`config.mk`:
```
export PLATFORM = sky130hd
export DESIGN_NAME = pfd_tdc_5bit
export DESIGN_NICKNAME = d
export VERILOG_FILES = /design/src/rtl/pfd_tdc_5bit.sv
export SDC_FILE = /design/constraint.sdc
export NUM_CORES = 1
export LEC_CHECK = 0
export CAP_MARGIN = 40
export CELL_PAD_IN_SITES_DETAIL_PLACEMENT = 0
export CELL_PAD_IN_SITES_GLOBAL_PLACEMENT = 2
export CORE_ASPECT_RATIO = 0.8
export CORE_UTILIZATION = 37
export DETAILED_ROUTE_END_ITERATION = 8
export PLACE_DENSITY = 0.87
export SYNTH_ARGS = -nofsm -noshare
export SYNTH_HDL_FRONTEND = slang
export SYNTH_SLANG_ARGS = --single-unit
```
`constraint.sdc`:
```
create_clock -name clk -period 3 [get_ports clk]
set_clock_uncertainty 0.1 [all_clocks]
set_input_delay 0.6 -clock clk [delete_from_list [all_inputs] [get_ports clk]]
set_output_delay 0.6 -clock clk [all_outputs]
set_load 0.03 [all_outputs]
```
`src/rtl/pfd_tdc_5bit.sv`:
```
// pfd_tdc_5bit: digital phase/frequency detector for the ADPLL feedback path.
// Measures, in clk cycles, the interval between a reference edge and a DCO
// edge, and reports it as a sign/magnitude error word for the loop filter/DCO.
//
// Ports:
//   clk        system clock, rising edge
//   reset      asynchronous active-low reset
//   enable     measurement enable (0 forces IDLE and clears lock state)
//   ref_in     reference clock, asynchronous to clk
//   dco_in     DCO output, asynchronous to clk
//   ctrl_sign  0 = DCO lags (speed up), 1 = DCO leads (slow down)
//   ctrl       error magnitude in clk cycles, saturated at 31
//   ctrl_valid one-cycle strobe after a measurement closes
//   lock       high once LOCK_CNT consecutive closes were within LOCK_TOL
module pfd_tdc_5bit #(
    parameter int CNT_W    = 8,
    parameter int TIMEOUT  = 200,
    parameter int LOCK_TOL = 2,
    parameter int LOCK_CNT = 4
) (
    input  logic       clk,
    input  logic       reset,
    input  logic       enable,
    input  logic       ref_in,
    input  logic       dco_in,
    output logic       ctrl_sign,
    output logic [4:0] ctrl,
    output logic       ctrl_valid,
    output logic       lock
);

    localparam int LCW = $clog2(LOCK_CNT + 1);
    localparam logic [CNT_W-1:0] TIMEOUT_C = CNT_W'(TIMEOUT);
    localparam logic [CNT_W-1:0] MAG_SAT   = CNT_W'(31);

    typedef enum logic [1:0] {IDLE, REF_LEAD, DCO_LEAD} state_t;

    state_t           state, state_next;
    logic [CNT_W-1:0] cnt, cnt_next;
    logic [LCW-1:0]   lock_cnt, lock_cnt_new;

    logic [1:0] ref_sync, dco_sync;
    logic       ref_hist, dco_hist;
    logic       ref_rise, dco_rise;

    logic             close;
    logic [CNT_W-1:0] mag;
    logic             sign;
    logic [4:0]       ctrl_new;
    logic             in_tol;

    // Synchronisers and edge history keep running regardless of enable.
    always_ff @(posedge clk or negedge reset) begin
        if (!reset) begin
            ref_sync <= '0;
            dco_sync <= '0;
            ref_hist <= 1'b0;
            dco_hist <= 1'b0;
        end else begin
            ref_sync <= {ref_sync[0], ref_in};
            dco_sync <= {dco_sync[0], dco_in};
            ref_hist <= ref_sync[1];
            dco_hist <= dco_sync[1];
        end
    end

    assign ref_rise = ref_sync[1] & ~ref_hist;
    assign dco_rise = dco_sync[1] & ~dco_hist;

    always_comb begin
        state_next = state;
        cnt_next   = cnt;
        close      = 1'b0;
        mag        = '0;
        sign       = 1'b0;
        if (!enable) begin
            state_next = IDLE;
            cnt_next   = '0;
        end else begin
            case (state)
                IDLE: begin
                    if (ref_rise && dco_rise) begin
                        close = 1'b1;
                    end else if (ref_rise) begin
                        state_next = REF_LEAD;
                        cnt_next   = CNT_W'(1);
                    end else if (dco_rise) begin
                        state_next = DCO_LEAD;
                        cnt_next   = CNT_W'(1);
                    end
                end
                REF_LEAD: begin
                    if (dco_rise) begin
                        close = 1'b1;
                        mag   = cnt;
                    end else if (ref_rise || cnt == TIMEOUT_C) begin
                        close = 1'b1;
                        mag   = MAG_SAT;
                    end else if (cnt < TIMEOUT_C) begin
                        cnt_next = cnt + CNT_W'(1);
                    end
                end
                DCO_LEAD: begin
                    sign = 1'b1;
                    if (ref_rise) begin
                        close = 1'b1;
                        mag   = cnt;
                    end else if (dco_rise || cnt == TIMEOUT_C) begin
                        close = 1'b1;
                        mag   = MAG_SAT;
                    end else if (cnt < TIMEOUT_C) begin
                        cnt_next = cnt + CNT_W'(1);
                    end
                end
                default: state_next = IDLE;
            endcase
            // The closing edge is consumed: always return to IDLE.
            if (close) begin
                state_next = IDLE;
                cnt_next   = '0;
            end
        end
    end

    assign ctrl_new = (mag > MAG_SAT) ? 5'd31 : mag[4:0];
    assign in_tol   = (ctrl_new <= 5'(LOCK_TOL));

    always_comb begin
        lock_cnt_new = '0;
        if (in_tol) begin
            lock_cnt_new = (lock_cnt == LCW'(LOCK_CNT)) ? lock_cnt : lock_cnt + LCW'(1);
        end
    end

    always_ff @(posedge clk or negedge reset) begin
        if (!reset) begin
            state      <= IDLE;
            cnt        <= '0;
            lock_cnt   <= '0;
            lock       <= 1'b0;
            ctrl       <= '0;
            ctrl_sign  <= 1'b0;
            ctrl_valid <= 1'b0;
        end else begin
            state      <= state_next;
            cnt        <= cnt_next;
            ctrl_valid <= close;
            if (!enable) begin
                lock_cnt <= '0;
                lock     <= 1'b0;
            end else if (close) begin
                ctrl      <= ctrl_new;
                ctrl_sign <= sign;
                lock_cnt  <= lock_cnt_new;
                lock      <= (lock_cnt_new == LCW'(LOCK_CNT));
            end
        end
    end

endmodule

```
==> results.sh <==
export IMPL_vias_per_cell=5.56
export IMPL_fin_tns_setup_ps=0
export IMPL_grt_pass1_wl_mm=5.87
export IMPL_clk_pin_slew_ps=80
export IMPL_first_iter_violations=56
export IMPL_status="finished, final reports clean"
export IMPL_layout_common_cells="dfrtp_1, nand2_1, a21oi_1, o21ai_0, clkdlybuf4s50_1"
export IMPL_worstSetupEndpointType="register"
export IMPL_ir_worst_vdd_v=0.000278
export IMPL_synth_seq_cells=27
export IMPL_cts_max_level=1
export IMPL_final_common_cell="dfrtp_1"
export IMPL_r2r_end="cnt[7]"
export IMPL_whs_endpoint="dco_sync[1]"
export IMPL_cp_max_fo=13
export IMPL_arrival_ps=2460
export IMPL_vias=1296
export IMPL_drt_pre_antenna_iters=4
export IMPL_antenna_found_initial=0
export IMPL_fin_ws_ps=618
export IMPL_postCtsSetupRepairBufs=0
export IMPL_grt_max_degree=28
export IMPL_syn_num_nets=178
export IMPL_relSlewSlack_pct=66.3
export IMPL_fin_cells=233
export IMPL_detail_route_antenna_nets=0
export IMPL_wirelength_mm=3.44
export IMPL_dp_hpwl_mm=2.56
export IMPL_hp_class="register to register"
export IMPL_cts_hold_buffers_added=0
export IMPL_placedCellCount=229
export IMPL_startpoint_type="register"
export IMPL_power_density_nw_per_um2=450
export IMPL_synth_ff_type="dfrtp_1"
export IMPL_hold_viol=0
export IMPL_cts_sinks=27
export IMPL_synth_edff_count=0
export IMPL_gp_congestion=0.789
export IMPL_yosysWarningCount=0
export IMPL_ioPinCount=13
export IMPL_synthArstFlopShare_pct=100
export IMPL_area_growth_pct=12.7
export IMPL_cap_violations=0
export IMPL_worst_hold_slack_ps=253
export IMPL_grt_util_all_layers_pct=16.3
export IMPL_ff2ff_setup_slack_ps=620
export IMPL_cp_required_ps=3080
export IMPL_cts_repair_resized=0
export IMPL_overflow=0
export IMPL_dieWidth_um=76.1
export IMPL_cts_buffers=3
export IMPL_diodes=0
export IMPL_ys_seq_area_share_pct=41.6
export IMPL_root_buffer="clkbuf_8"
export IMPL_synth_top_area_share_pct=41.6
export IMPL_drc=0
export IMPL_yosys_area_top_type="dfrtp_1"
export IMPL_ys_types=49
export IMPL_drive_above_1_share_pct=7.95
export IMPL_worstSetupPathType="register to register"
export IMPL_dpl_cell_area_um2=1790
export IMPL_core_um2=4200
export IMPL_place_ws_ps=598
export IMPL_max_freq_mhz=420
export IMPL_die_area_um2=4660
export IMPL_start_util_pct=38.6
export IMPL_layout_nets=190
export IMPL_timing_final_crit_share_pct=79.4
export IMPL_power_leakage_nw=0.705
export IMPL_r2r_cells=7
export IMPL_setup_violations=0
export IMPL_grt_pass1_vias=1193
export IMPL_r2r_start="state[0]"
export IMPL_cts_max_path_buffers=2
export IMPL_synthTopCellsByArea="dfrtp_1, ha_1, mux2_4, a21oi_1, o21ai_0"
export IMPL_io_buffers=12
export IMPL_die_h_um=61.3
export IMPL_cts_tree="built"
export IMPL_finish_instance_area_um2=1830
export IMPL_finalPower_mw=0.825
export IMPL_postSynthAreaPerCell_um2=9.84
export IMPL_syn_area_um2=1620
export IMPL_hold_depth=0
export IMPL_rsz0062_at_grt="false"
export IMPL_clk_latency_ps=270
export IMPL_syn_inst=165
export IMPL_hold_start="dco_sync[0]"
export IMPL_tightest_slew_ps=505
export IMPL_wl_per_cell_um=14.8
export IMPL_slew_viol_final=0
export IMPL_fp_row_count=21
export IMPL_fin_crit_ps=2380
export IMPL_post_route_util_pct=43.5
## synth_stat cells (2+ instances only)
cell type,n
a31oi_1,3
o22ai_1,3
nor2b_1,2
dfrtp_1,27
nand4_1,3
mux2_4,6
o2bb2ai_1,2
nand2b_1,4
a21oi_1,13
nor3_1,2
o21ai_0,12
buf_2,2
ha_1,8
and3_1,2
or4b_1,2
o22a_1,3
nor2_1,4
nand3_1,6
nand2_1,16
a22oi_1,2
nand4b_1,2
clkbuf_1,4
inv_1,8
nand3b_1,3
or3_1,2
## cells by family (layout without fill, tap and decap cells)
group | Yosys count | after routing | synth area share (%)
AND/OR/NAND/NOR | 57 | 57 | 20.6
AO/OA/AOI/OAI | 51 | 51 | 20.9
flip-flops | 27 | 27 | 41.6
buffers and inverters | 15 | 26 | 4.62
adder cells (fa/ha/maj) | 8 | 8 | 6.16
multiplexers | 6 | 6 | 5.55
XOR/XNOR | 1 | 1 | 0.539
## flip-flops by register name (all words and copies together), names as in the netlist, 2 cells and up
| register | cells |
|---|---|
| cnt | 8 |
| ctrl | 5 |
| dco_sync | 2 |
| lock_cnt | 3 |
| ref_sync | 2 |
| state | 2 |
## worst max-delay path: stages (launching register included)
cell	delay [ps]
dfrtp_1	440
inv_1	100
ha_1	230
or2_1	250
nand2b_1	100
o22a_1	340
or4b_1	550
a31oi_1	180
## layout make-up
cell class / instances / area [um^2]
clock buffer: 4 / 45.0
inverter: 8 / 30.0
sequential: 27 / 676
fill: 428 / 2370
timing repair buffer: 14 / 135
multi-input combinational: 123 / 873
tap: 57 / 71.3
## layer usage
metal,vias up,GRT usage [%],share of wire [%]
met5,-,0,0
met4,0,2.47,0.32
met3,2,3.70,3.3
met2,21,27.0,44
met1,635,22.7,52
li1,638,-,-
## power by group
part	internal [mW]	total [mW]	leakage (nW)	switching [mW]
clock network	0.0950	0.200	0.0228	0.105
registers	0.385	0.407	0.360	0.0215
logic	0.0830	0.218	0.322	0.135
total	0.563	0.825	0.705	0.261
## worst max-delay path by stage
stage                   from           to  slack, ps  cells past startpoint
floorplan           state[0]      ctrl[0]        810                      9
global placement      enable  lock_cnt[0]        620                      6
detailed placement    enable  lock_cnt[0]        600                      6
CTS                 state[0]       cnt[7]        630                      7
global route        state[0]       cnt[6]        490                      7
finish              state[0]       cnt[7]        620                      7
Power figures use the tool's default switching activity.
